**src/rtl/piezo_tone_player_pkg.sv**
```systemverilog
// Shared definitions for the queued piezo tone sequencer: FSM encoding and
// elaboration-time helpers for the millisecond timebase.
package piezo_tone_player_pkg;

  typedef enum logic [1:0] {
    ST_IDLE = 2'd0,
    ST_PLAY = 2'd1,
    ST_GAP  = 2'd2
  } play_state_t;

  // Clock cycles per millisecond tick.
  function automatic int ms_cyc(input int clk_hz);
    return clk_hz / 1000;
  endfunction

  // Bits needed to count 0..n-1, never less than one.
  function automatic int width_of(input int n);
    int w;
    w = 1;
    while ((1 << w) < n) begin
      w = w + 1;
    end
    return w;
  endfunction

endpackage

```
**src/rtl/piezo_tone_player_tone_fifo.sv**
```systemverilog
// First-word fall-through note FIFO: head entry is readable whenever !empty.
module tone_fifo
  import piezo_tone_player_pkg::*;
#(
  parameter int WIDTH = 48,
  parameter int DEPTH = 8
) (
  input  logic                     clk,
  input  logic                     rst,
  input  logic                     push,
  input  logic [WIDTH-1:0]         push_data,
  input  logic                     pop,
  input  logic                     flush,
  output logic [WIDTH-1:0]         pop_data,
  output logic                     full,
  output logic                     empty,
  output logic [$clog2(DEPTH):0]   level
);

  localparam int AW = $clog2(DEPTH);
  localparam logic [AW:0] FULL_CNT = (AW + 1)'(DEPTH);

  logic [WIDTH-1:0] mem_r [DEPTH];
  logic [AW-1:0]    wr_ptr_r;
  logic [AW-1:0]    rd_ptr_r;
  logic [AW:0]      count_r;
  logic             do_push_s;
  logic             do_pop_s;

  assign full      = (count_r == FULL_CNT);
  assign empty     = (count_r == (AW + 1)'(0));
  assign level     = count_r;
  assign pop_data  = mem_r[rd_ptr_r];
  assign do_push_s = push && !full && !flush;
  assign do_pop_s  = pop && !empty && !flush;

  // Note storage write port.
  always_ff @(posedge clk) begin
    if (do_push_s) begin
      mem_r[wr_ptr_r] <= push_data;
    end
  end

  // Pointer and occupancy bookkeeping.
  always_ff @(posedge clk) begin
    if (!rst || flush) begin
      wr_ptr_r <= AW'(0);
      rd_ptr_r <= AW'(0);
      count_r  <= (AW + 1)'(0);
    end else begin
      if (do_push_s) begin
        wr_ptr_r <= wr_ptr_r + AW'(1);
      end
      if (do_pop_s) begin
        rd_ptr_r <= rd_ptr_r + AW'(1);
      end
      case ({do_push_s, do_pop_s})
        2'b10:   count_r <= count_r + (AW + 1)'(1);
        2'b01:   count_r <= count_r - (AW + 1)'(1);
        default: count_r <= count_r;
      endcase
    end
  end

endmodule

```
**src/rtl/piezo_tone_player.sv**
```systemverilog
// Queued tone sequencer: plays FIFO'd (half-period, duration) notes as square
// waves on the piezo pin, with a silent gap and a done pulse after each note.
module piezo_tone_player
  import piezo_tone_player_pkg::*;
#(
  parameter int CLK_HZ = 50000000,
  parameter int CNT_W  = 32,
  parameter int DUR_W  = 16,
  parameter int DEPTH  = 8,
  parameter int GAP_MS = 10
) (
  input  logic                     clk,
  input  logic                     rst,
  input  logic                     i_valid,
  input  logic [CNT_W-1:0]         i_half_period,
  input  logic [DUR_W-1:0]         i_dur_ms,
  output logic                     o_ready,
  input  logic                     i_play_en,
  input  logic                     i_flush,
  output logic                     o_piezo,
  output logic                     o_busy,
  output logic                     o_done,
  output logic [$clog2(DEPTH):0]   o_level
);

  localparam int MS_CYC = ms_cyc(CLK_HZ);
  localparam int PRE_W  = width_of(MS_CYC);
  localparam int LVL_W  = $clog2(DEPTH) + 1;
  localparam int NOTE_W = CNT_W + DUR_W;
  localparam bit HAS_GAP = (GAP_MS > 0);
  localparam logic [PRE_W-1:0] PRE_LAST = PRE_W'(MS_CYC - 1);
  localparam logic [DUR_W-1:0] GAP_LAST = HAS_GAP ? DUR_W'(GAP_MS - 1) : DUR_W'(0);

  typedef struct packed {
    logic [CNT_W-1:0] half_period;
    logic [DUR_W-1:0] dur_ms;
  } note_t;

  note_t              push_note_s;
  note_t              head_s;
  logic               full_s;
  logic               empty_s;
  logic               push_s;
  logic               pop_s;
  logic               run_s;
  logic               tick_last_s;
  logic               play_last_s;
  logic               gap_last_s;
  logic               done_s;
  logic [LVL_W-1:0]   level_s;

  play_state_t        state_r;
  logic [CNT_W-1:0]   half_r;
  logic [CNT_W-1:0]   tone_cnt_r;
  logic [DUR_W-1:0]   dur_r;
  logic [DUR_W-1:0]   ms_cnt_r;
  logic [PRE_W-1:0]   pre_cnt_r;
  logic               piezo_r;

  assign o_ready     = !full_s && !i_flush;
  assign push_s      = i_valid && o_ready;
  assign push_note_s = '{half_period: i_half_period, dur_ms: i_dur_ms};

  tone_fifo #(
    .WIDTH (NOTE_W),
    .DEPTH (DEPTH)
  ) u_tone_fifo (
    .clk       (clk),
    .rst       (rst),
    .push      (push_s),
    .push_data (push_note_s),
    .pop       (pop_s),
    .flush     (i_flush),
    .pop_data  (head_s),
    .full      (full_s),
    .empty     (empty_s),
    .level     (level_s)
  );

  // Pause gates the pin immediately; the registered phase is cleared behind it.
  assign o_piezo = piezo_r && i_play_en;
  assign o_busy  = (state_r != ST_IDLE);
  assign o_done  = done_s;
  assign o_level = level_s;

  // Pop request and end-of-note detection for the current cycle.
  always_comb begin
    pop_s       = 1'b0;
    done_s      = 1'b0;
    run_s       = i_play_en && !i_flush;
    tick_last_s = (pre_cnt_r == PRE_LAST);
    play_last_s = tick_last_s && (ms_cnt_r == (dur_r - DUR_W'(1)));
    gap_last_s  = tick_last_s && (ms_cnt_r == GAP_LAST);
    case (state_r)
      ST_IDLE: begin
        if (run_s && !empty_s) begin
          pop_s  = 1'b1;
          done_s = (head_s.dur_ms == DUR_W'(0)) && !HAS_GAP;
        end else begin
          pop_s  = 1'b0;
          done_s = 1'b0;
        end
      end
      ST_PLAY: done_s = run_s && play_last_s && !HAS_GAP;
      ST_GAP:  done_s = run_s && gap_last_s;
      default: done_s = 1'b0;
    endcase
  end

  // Sequencer FSM, note registers, tone and millisecond counters.
  always_ff @(posedge clk) begin
    if (!rst) begin
      state_r    <= ST_IDLE;
      half_r     <= CNT_W'(0);
      dur_r      <= DUR_W'(0);
      tone_cnt_r <= CNT_W'(0);
      pre_cnt_r  <= PRE_W'(0);
      ms_cnt_r   <= DUR_W'(0);
      piezo_r    <= 1'b0;
    end else if (i_flush) begin
      state_r    <= ST_IDLE;
      tone_cnt_r <= CNT_W'(0);
      pre_cnt_r  <= PRE_W'(0);
      ms_cnt_r   <= DUR_W'(0);
      piezo_r    <= 1'b0;
    end else if (!i_play_en) begin
      tone_cnt_r <= CNT_W'(0);
      piezo_r    <= 1'b0;
    end else begin
      case (state_r)
        ST_IDLE: begin
          if (pop_s) begin
            half_r     <= head_s.half_period;
            dur_r      <= head_s.dur_ms;
            tone_cnt_r <= CNT_W'(0);
            pre_cnt_r  <= PRE_W'(0);
            ms_cnt_r   <= DUR_W'(0);
            piezo_r    <= 1'b0;
            if (head_s.dur_ms == DUR_W'(0)) begin
              state_r <= HAS_GAP ? ST_GAP : ST_IDLE;
            end else begin
              state_r <= ST_PLAY;
            end
          end else begin
            state_r <= ST_IDLE;
          end
        end
        ST_PLAY: begin
          if (play_last_s) begin
            state_r    <= HAS_GAP ? ST_GAP : ST_IDLE;
            tone_cnt_r <= CNT_W'(0);
            pre_cnt_r  <= PRE_W'(0);
            ms_cnt_r   <= DUR_W'(0);
            piezo_r    <= 1'b0;
          end else begin
            // A zero half-period is a rest: time runs, the pin stays low.
            if (half_r == CNT_W'(0)) begin
              tone_cnt_r <= CNT_W'(0);
              piezo_r    <= 1'b0;
            end else if (tone_cnt_r == (half_r - CNT_W'(1))) begin
              tone_cnt_r <= CNT_W'(0);
              piezo_r    <= !piezo_r;
            end else begin
              tone_cnt_r <= tone_cnt_r + CNT_W'(1);
            end
            if (tick_last_s) begin
              pre_cnt_r <= PRE_W'(0);
              ms_cnt_r  <= ms_cnt_r + DUR_W'(1);
            end else begin
              pre_cnt_r <= pre_cnt_r + PRE_W'(1);
            end
          end
        end
        ST_GAP: begin
          piezo_r <= 1'b0;
          if (gap_last_s) begin
            state_r   <= ST_IDLE;
            pre_cnt_r <= PRE_W'(0);
            ms_cnt_r  <= DUR_W'(0);
          end else if (tick_last_s) begin
            pre_cnt_r <= PRE_W'(0);
            ms_cnt_r  <= ms_cnt_r + DUR_W'(1);
          end else begin
            pre_cnt_r <= pre_cnt_r + PRE_W'(1);
          end
        end
        default: begin
          state_r <= ST_IDLE;
          piezo_r <= 1'b0;
        end
      endcase
    end
  end

endmodule

```
**config.mk**
```make
export PLATFORM = sky130hd
export DESIGN_NAME = piezo_tone_player
export DESIGN_NICKNAME = d
export VERILOG_FILES = /design/src/rtl/piezo_tone_player_pkg.sv /design/src/rtl/piezo_tone_player_tone_fifo.sv /design/src/rtl/piezo_tone_player.sv
export SDC_FILE = /design/constraint.sdc
export NUM_CORES = 1
export LEC_CHECK = 0
export BUFFER_PORTS_ARGS = -buffer_cell sky130_fd_sc_hd__buf_2
export CORE_MARGIN = 1
export CORE_UTILIZATION = 45
export CTS_CLUSTER_DIAMETER = 30
export DETAILED_ROUTE_END_ITERATION = 7
export SLEW_MARGIN = 20
export SYNTH_ARGS = -nofsm -noshare
export SYNTH_HDL_FRONTEND = slang
export SYNTH_SLANG_ARGS = --single-unit
```
**constraint.sdc**
```tcl
create_clock -name clk -period 7.6 [get_ports clk]
set_input_delay 0 -clock clk [delete_from_list [all_inputs] [get_ports clk]]
set_output_delay 0 -clock clk [all_outputs]
set_load 0.005 [all_outputs]
```
==> results of run 1 <==
==> sequential cells by signal (all words and copies together), names as in the netlist, 4 cells and up, named ones only <==
name	flops
pre_cnt_r	16
u_tone_fifo.mem_r	384
dur_r	16
u_tone_fifo.level	4
ms_cnt_r	16
half_r	32
tone_cnt_r	32
==> cell families (layout without fill, tap and decap cells) <==
kind of cell	Yosys count	in the layout	share of synthesized area, %
muxes	150	150	12.44
DFF	512	512	64.86
adders and majority gates	16	16	0.9558
xor gates and xnor gates	125	125	5.038
buffers and inverters	94	345	1.848
AOI/OAI and AO/OA	160	160	5.948
and+or+nand+nor	385	385	8.908
==> how the worst max path moves through the flow <==
stage,cells after the start,slack (ns),endpoint,start
after global placement,8,3.78,tone_cnt_r[12],half_r[16]
after global routing,10,3.47,tone_cnt_r[16],half_r[0]
after CTS,8,3.78,tone_cnt_r[24],half_r[16]
after detailed placement,8,3.81,tone_cnt_r[24],half_r[16]
final,8,3.72,tone_cnt_r[12],half_r[16]
after floorplan,5,2.78,u_tone_fifo.mem_r[0][0],u_tone_fifo.level[0]
==> placed cells by master (no fill, tap or decap), drive strengths merged, types with 3 or more instances in the layout <==
master       Yosys  layout
o211a           48      48
a211oi          24      24
dlygate4sd3      0      51
xnor2           76      76
nand2          110     110
mux4            96      96
clkinv           0      44
or2              3       3
dfxtp          128     128
nand4           29      29
nand3           32      32
nor3b            3       3
edfxtp         384     384
or3             11      11
o31ai            4       4
mux2i           53      53
bufinv           0      15
inv             22      26
nand2b           8       8
ha              15      15
and2             7       7
nor2b            6       6
nor2            97      97
and3            13      13
nor4b            5       5
clkbuf          47     120
nor3            19      19
o21ai           21      21
nor4            24      24
buf             25      75
xor2            49      49
clkinvlp         0      14
a21oi           29      29
a31oi            3       3
a221oi           3       3
or4              8       8
==> tightest hold or removal path, delay by kind of cell <==
family                 cells  cell delay (ns)
AO/OA/AOI/OAI              1             0.27
buffers and inverters      1             0.12
AND/OR/NAND/NOR            2             0.16
==> cell type report <==
class                           count  area [sq um]  area share, %
Sequential cell                   512         14100          52.59
Multi-Input combinational cell    836          7312          27.26
Clock buffer                      120          2683          10.00
Timing Repair Buffer              126         939.7          3.503
Clock inverter                     77         930.9          3.471
Tap cell                          615         769.5          2.869
Inverter                           22         82.58         0.3079
==> layer usage <==
layer  global-route usage (%)  routed length (um)
met3                    4.042                2313
met4                    7.415                1222
met1                    28.43               22710
met5                        0                   0
met2                    29.82               21620
==> repair_timing <==
| action | in CTS | in global routing |
|---|---|---|
| setup buffers | 0 | 0 |
| hold buffers | 51 | 0 |
| hold endpoints to repair | 389 | 0 |
==> synthesized netlist by cell type, drive strengths merged, types with 3 or more instances <==
| cell type | instances | area share [%] |
|---|---|---|
| ha | 15 | 0.86 |
| a211oi | 24 | 0.90 |
| and2 | 7 | 0.20 |
| nor3 | 19 | 0.44 |
| mux4 | 96 | 9.9 |
| xor2 | 49 | 2.0 |
| nor4b | 5 | 0.20 |
| nor4 | 24 | 0.83 |
| inv | 22 | 0.38 |
| buf | 25 | 0.66 |
| o31ai | 4 | 0.14 |
| mux2i | 53 | 2.4 |
| nand2b | 8 | 0.23 |
| nor2 | 97 | 1.7 |
| a221oi | 3 | 0.12 |
| o211a | 48 | 2.2 |
| nand4 | 29 | 0.83 |
| or2 | 3 | 0.086 |
| a21oi | 29 | 0.82 |
| and3 | 13 | 0.37 |
| nor2b | 6 | 0.17 |
| clkbuf | 47 | 0.81 |
| o21ai | 21 | 0.52 |
| nand2 | 110 | 1.9 |
| edfxtp | 384 | 53 |
| or4 | 8 | 0.31 |
| dfxtp | 128 | 12 |
| nand3 | 32 | 0.74 |
| xnor2 | 76 | 3.1 |
| a31oi | 3 | 0.086 |
| or3 | 11 | 0.34 |
| nor3b | 3 | 0.13 |
==> power groups by stage <==
| stage | clock [mW] | combinational (mW) | sequential (mW) |
|---|---|---|---|
| 2_1_floorplan | 0 | 0.146 | 3.09 |
| 3_3_place_gp | 0 | 0.219 | 3.10 |
| 3_5_place_dp | 0 | 0.223 | 3.10 |
| 4_1_cts | 4.61 | 0.245 | 3.05 |
| 5_1_grt | 4.74 | 0.269 | 3.05 |
| 6_report | 4.54 | 0.245 | 3.05 |
==> metrics by stage <==
stage | power [mW] | setup slack, ns
2_1_floorplan | 3.240 | 2.780
3_3_place_gp | 3.314 | 3.775
3_5_place_dp | 3.319 | 3.810
4_1_cts | 7.899 | 3.780
5_1_grt | 8.051 | 3.467
6_report | 7.834 | 3.720
==> results.ini, run 1 <==
[run_status]
status=complete, but fails checks
failed_checks=negative hold slack

[grt]
grt_max_degree=103
grt_usage_pct=19.81
antenna_found_initial=0
first_global_vias=12870
grt_pass1_wl_um=74550
gr-total-overflow=0

[clock_tree]
numCtsBuffers=104
insertion_delay_ns=0.66
htreeDepth=3
cts_buffer_depth=3
cts_sinks=512
cts.repair.resized=0
clockRootBuffer=clkbuf_16
clk_pin_slew_ns=0.05
cts_tree=built

[setup_path]
cp_max_fo=32
start_kind=flip-flop
slowest_stage=nor4_1
cp_cell_sequence=or4_4 -> nor3_1 -> nand4b_1 -> nor4b_1 -> a21oi_1 -> nor4_1 -> a21o_4 -> a211oi_1
path_buf_inv=0
worstSetupPathType=reg -> reg
reg2reg_to=tone_cnt_r[12]
cp_data_required_time_ns=8.05
critical_path_arrival_ns=4.33
r2r_start=half_r[16]
r2r_slack_ns=3.72
end_kind=flip-flop
critical-path-max-stage-delay_ns=0.74
critPathTopFamily=simple AND/OR/NAND/NOR gates
r2r_cells=8

[finish]
drive_above_1_share_pct=22.68
finalNonFillerCells=2308
final_util_pct=56.29
design_area_sq_um=26820
fill_cells=3795
n_antenna_cell=0
finalNetCount=1671
area_growth_pct=23.44

[run]
cap_violations=0

[timing]
finalSetupTns_ns=0
rsz0062_at_grt=no
worstMarginPinSlew_ns=1.182
fin_worst_skew_ns=0.05079
setup_viol=0
fin_crit_ns=3.880
slew_violations=0
fin_crit_sh_pct=51.05
max_freq_mhz=257.7
hold-worst-slack_ns=-0.03514
hold_viol_final=5
relSlewSlack_pct=20.47

[pwr]
clkPwrFrac_pct=58.0
leakage_nw=9.302
p_seq_share_pct=38.9
power.internal_mw=6.184
power_frac_comb_pct=3.1
ir_drop_mv=0.1928
p_per_area_nw_per_um2=292.1
p_switching_mw=1.650
switching_share_pct=21.06

[routing]
drc=0
vias=12950
dr.pass1.iters=8
drtAntennaViolNets=0
via_per_inst=5.613
wl_per_cell_um=20.74
drtIter0Drc=1047
wl_um=47870

[synthesis]
synth_area_per_cell_sq_um=15.07
ys_ff_latch=512
synth_edf_count=384
yosysWarnings=0
synthCells=1442
synth_area_sq_um=21730
ys.flop_type=edfxtp_1
post_synth_num_cell_types=76
async_reset_ff_share_pct=0
synth_nets=1511
seq_area_frac_synth_pct=64.86

[die]
die_h_um=221.7
die_w_um=221.7
core-area_sq_um=47650
io_pins=61
rows=80
start_util_pct=45.61
die_area_sq_um=49170

[hold_path]
worst_hold_path.num_cells=4
min_path_type=in -> reg
whs_endpoint=ms_cnt_r[14]
holdCritStartpoint=i_flush

[placed_design]
portBuffers=60
place_inst=2059
dp_hpwl_um=25970
gp_congestion=0.8646
place_area_sq_um=22670

No activity file was read; power rests on OpenSTA's default activity.
==> inputs of run 2 (changes only) <==
clock period = 3.4 ns   (was 7.6 ns; I/O delays follow)
==> run 2 against run 1 <==
Compared with the run above: the flow now finishes without violations; clock skew is 0.0087 ns higher; critical path depth unchanged; via count rose by 0.18%; final area up 1.1%; global-route usage fell by 0.24 points; sequential share of layout area fell by 0.57 points; die area stayed put; wire length is 0.60% lower; combinational power is 140% higher; core utilization grew 0.61 points; critical path type unchanged; critical endpoint is now tone_cnt_r[9].
==> results.ini, run 2 (same netlist as run 1, synthesis figures left out) <==
[pwr]
p_switching_mw=3.586
p_per_area_nw_per_um2=644.6
total_power_mw=17.48
power_frac_comb_pct=3.4
switching_share_pct=20.52
power.internal_mw=13.89
clkPwrFrac_pct=57.7
ir_drop_mv=0.4844
leakage_nw=9.436
p_seq_share_pct=38.9

[finish]
n_antenna_cell=0
fill_cells=3715
regArea_sq_um=14100
multiInputGateArea_sq_um=7357
layout_commonest_cell=edfxtp_1
finalNonFillerCells=2318
area_growth_pct=24.78
largest_reg_flops=384
finalNetCount=1691
drive_above_1_share_pct=23.19
reg_top3=u_tone_fifo.mem_r: 384 flops, half_r: 32 flops, tone_cnt_r: 32 flops
most-common-layout-cells=edfxtp_1 (384), dfxtp_1 (125), nand2_1 (110), clkbuf_16 (102), mux4_2 (96)
regMostFlops=u_tone_fifo.mem_r

[setup_path]
critical_path_arrival_ns=3.65
cp_data_required_time_ns=3.87
start_kind=flip-flop
r2r_slack_ns=0.22
end_kind=flip-flop
r2r_start=half_r[15]
reg2reg_to=tone_cnt_r[9]
r2r_cells=8
cp_max_fo=16
crit_start=half_r[15]
worstSetupPathType=reg -> reg

[timing]
hold_viol_final=0
slew_violations=0
worstMarginPinSlew_ns=0.9950
rsz0062_at_grt=no
max_freq_mhz=314.4
finalSetupTns_ns=0
fin_worst_skew_ns=0.05944
setup_viol=0
fin_crit_sh_pct=93.54
hold-worst-slack_ns=0.1637
fin_crit_ns=3.180
relSlewSlack_pct=33.67

[hold_path]
min_path_type=in -> reg
whs_endpoint=u_tone_fifo.mem_r[6][24]
holdCritStartpoint=i_half_period[8]
worst_hold_path.num_cells=2

[clock_tree]
cts_sinks=512
clockRootBuffer=clkbuf_16
cts_tree=built
clk_pin_slew_ns=0.05
htreeDepth=3
insertion_delay_ns=0.65
numCtsBuffers=101
cts_buffer_depth=3

[run]
cap_violations=0

[die]
core-area_sq_um=47650
die_h_um=221.7
rows=80
start_util_pct=45.61
die_area_sq_um=49170
io_pins=61
die_w_um=221.7

[placed_design]
gp_congestion=0.8838
dp_hpwl_um=27460
portBuffers=60
place_inst=2079

[grt]
grt_usage_pct=19.57
first_global_vias=13060
grt_max_degree=102
gr-total-overflow=0
grt_pass1_wl_um=74200
antenna_found_initial=0

[routing]
dr.pass1.iters=5
vias=12980
wl_um=47580
wl_per_cell_um=20.53
drc=0
via_per_inst=5.598
drtIter0Drc=1011
drtAntennaViolNets=0

[run_status]
status=complete, no violations

run 2: cell types whose count changed in the layout (fill, tap and decap cells not counted), sizes merged, moves of 2 or more:
cell         previous run  this run
buf                    75        95
inv                    26        28
clkinvlp               14         8
bufinv                 15        18
clkbuf                120       111
clkinv                 44        41
dlygate4sd3            51        53
run 2: layer usage:
metal / global-route usage (%) / wire [um] / vias up
li1: - / - / 5995
met1: 27.91 / 22360 / 6542
met2: 30.04 / 21750 / 363
met3: 4.174 / 2487 / 77
met4: 6.205 / 976 / 0
met5: 0 / 0 / -
run 2: final cells by class:
| cell class | instances | share of cell area (%) |
|---|---|---|
| Clock inverter | 73 | 3.493 |
| Multi-Input combinational cell | 837 | 27.13 |
| Tap cell | 615 | 2.838 |
| Clock buffer | 111 | 9.575 |
| Timing Repair Buffer | 148 | 4.633 |
| Sequential cell | 512 | 52.02 |
| Inverter | 22 | 0.3046 |
run 2: critical path, stage by stage, from the launching register on:
cell and delay, ns:
dfxtp_1 0.37, or4_4 0.58, or3_4 0.40, or4_1 0.52, a311o_1 0.29, nand3_1 0.09
and4bb_4 0.29, a21o_4 0.32, a211oi_1 0.12
run 2: timing repair:
action                     CTS  global route
cloned                       0             1
hold endpoints to repair   437             0
setup buffers                0             1
setup endpoints to repair   14            32
hold buffers                53             0
resized for setup            1             3
run 2: power groups by stage:
stage               Sequential, mW  Clock, mW  Combinational (mW)
floorplan                     6.91          0               0.328
global placement              6.92          0               0.516
detailed placement            6.92          0               0.526
CTS                           6.81       10.2               0.579
global route                  6.80       10.5               0.640
finish                        6.81       10.1               0.586
run 2: metrics by stage:
step | cell area, sq um | utilization (%) | setup WS (ns)
global placement | 23000 | 48.26 | 0.1296
global route | 27110 | 56.91 | 0.07330
CTS | 27080 | 56.83 | 0.07892
floorplan | 21740 | - | -0.1324
finish | 27110 | 56.91 | 0.2196
detailed placement | 23000 | 48.26 | 0.01235
run 2: how the worst max path moves through the flow:
stage / end / slack (ns)
3_5_place_dp: tone_cnt_r[26] / 0.01
6_report: tone_cnt_r[9] / 0.22
2_1_floorplan: u_tone_fifo.mem_r[2][0] / -0.13
3_3_place_gp: tone_cnt_r[12] / 0.13
5_1_grt: tone_cnt_r[31] / 0.07
4_1_cts: tone_cnt_r[23] / 0.08
==> inputs of run 3 (changes only) <==
CORE_ASPECT_RATIO = 1.5   (was unset)
CTS_BUF_LIST = sky130_fd_sc_hd__clkbuf_2 sky130_fd_sc_hd__clkbuf_4 sky130_fd_sc_hd__clkbuf_8   (was unset)
GPL_TIMING_DRIVEN = 0   (was unset)
==> run 3 against run 2 <==
Compared with the run above: final area down 4.0%; highest routed layer unchanged; non-clock buffer count up 65; flip-flop and latch count unchanged; wire length up 3.7%; core utilization down 2.4 points; largest cell class unchanged; critical endpoint is now tone_cnt_r[30].
==> results.ini, run 3 (same netlist as run 1, synthesis figures left out) <==
[timing]
max_freq_mhz=308.9
hold-worst-slack_ns=0.1358
hold_viol_final=0
worstMarginPinSlew_ns=0.9188
fin_worst_skew_ns=0.02801
relSlewSlack_pct=38.74
setup_viol=0
fin_crit_ns=3.237
slew_violations=0
fin_crit_sh_pct=95.21

[placed_design]
gp_congestion=0.8331
dp_hpwl_um=33360
portBuffers=60

[setup_path]
cp_cell_sequence=inv_1 -> ha_1 -> or3b_4 -> or4_1 -> a211oi_1 -> nand4_1 -> o41ai_4 -> buf_4 -> a31o_2 -> a21o_4 -> buf_8 -> a211oi_1
cpMostUsedCell=a211oi_1
worstSetupPathType=reg -> reg
cp_max_fo=10
end_kind=flip-flop
critical_path_arrival_ns=3.74
start_kind=flip-flop
slowest_stage=or4_1
cp_data_required_time_ns=3.91
r2r_slack_ns=0.16
critical-path-max-stage-delay_ns=0.47

[finish]
regArea_sq_um=14090
fill_cells=3939
regMostFlops=u_tone_fifo.mem_r
final_util_pct=54.55
layout_commonest_cell=edfxtp_1
drive_above_1_share_pct=23.21
reg_top3=u_tone_fifo.mem_r: 384 flops, half_r: 32 flops, tone_cnt_r: 32 flops
finalNetCount=1744
multiInputGateArea_sq_um=7378
most-common-layout-cells=edfxtp_1 (384), dfxtp_1 (128), nand2_1 (110), clkbuf_8 (97), mux4_2 (96)
largest_reg_flops=384
area_growth_pct=19.73

[hold_path]
min_path_type=in -> reg

[routing]
vias=13080
drtAntennaViolNets=0
via_per_inst=5.572
drc=0
dr.pass1.iters=6
wl_um=49340
drtIter0Drc=742
wl_per_cell_um=21.01

[run]
cap_violations=0

[die]
start_util_pct=45.56
core-area_sq_um=47700
io_pins=61
die_h_um=271.1
die_area_sq_um=49190
rows=98
die_w_um=181.4

[grt]
grt_pass1_wl_um=76780
grt_usage_pct=20.60
grt_max_degree=21
antenna_found_initial=3
gr-total-overflow=0
first_global_vias=13540

[pwr]
p_per_area_nw_per_um2=517.9
ir_drop_mv=0.3331
power_frac_comb_pct=4.5
p_seq_share_pct=50.4
switching_share_pct=21.62
clkPwrFrac_pct=45.1
p_switching_mw=2.914
leakage_nw=8.933
power.internal_mw=10.56

[clock_tree]
cts_tree=built
htreeDepth=3
insertion_delay_ns=0.67
clockRootBuffer=clkbuf_8
cts_buffer_depth=3
clk_pin_slew_ns=0.06
cts_sinks=512
numCtsBuffers=90

[run_status]
status=complete, no violations

[run 3: per-stage QoR]
stage	worst slack, ns	cells	cell area, sq um	TNS (ns)	power (mW)
3_5_place_dp	-0.5563	2125	23350	-25.59	7.459
5_1_grt	-0.008141	2348	26020	-0.01393	13.94
4_1_cts	0.02946	2341	25950	0	13.62
2_1_floorplan	-0.1324	1442	21740	-24.85	7.242
6_report	0.1629	2348	26020	0	13.47
3_3_place_gp	-2.626	2102	22800	-808.81	7.429
[run 3: final timing paths]
kind         cells past startpoint     startpoint                       end
max                             12       dur_r[0]            tone_cnt_r[30]
min                              2   i_dur_ms[13]  u_tone_fifo.mem_r[7][13]
max reg2reg                     12       dur_r[0]            tone_cnt_r[30]
min reg2reg                      2  pre_cnt_r[14]             pre_cnt_r[14]
[run 3: metal layers]
layer	track usage, %	share of wire [%]
met1	24.68	41
met2	36.72	52
met3	3.542	3.9
met4	8.207	2.5
met5	0	0
[run 3: worst max-delay path: cells and delay by family, from the launching register on]
family / cells / cell delay, ns
simple gates: 3 / 1.05
buf+inv: 3 / 0.43
fa+ha+maj: 1 / 0.20
flops: 1 / 0.36
compound gates: 5 / 1.05
[run 3: power groups by stage]
stage | Combinational, mW | Clock, mW | Sequential (mW)
after floorplan | 0.328 | 0 | 6.91
after global placement | 0.510 | 0 | 6.92
after detailed placement | 0.541 | 0 | 6.92
after CTS | 0.603 | 6.23 | 6.79
after global routing | 0.667 | 6.49 | 6.79
final | 0.611 | 6.08 | 6.79
[run 3: layout make-up]
class                      count  area share, %
sequential                   512          54.17
clock buffer                 115          5.651
buffer                        70          1.395
timing repair buffer         143          5.328
inverter                      22         0.3174
antenna                        3        0.02885
tap                          600          2.885
clock inverter                47          1.866
multi-input combinational    836          28.36
[run 3: what timing repair did]
action	CTS	global route
resized for setup	26	18
setup buffers	0	6
hold buffers	54	0
endpoints found under the hold margin	428	0
pin swaps	0	4
setup endpoints to repair	83	47
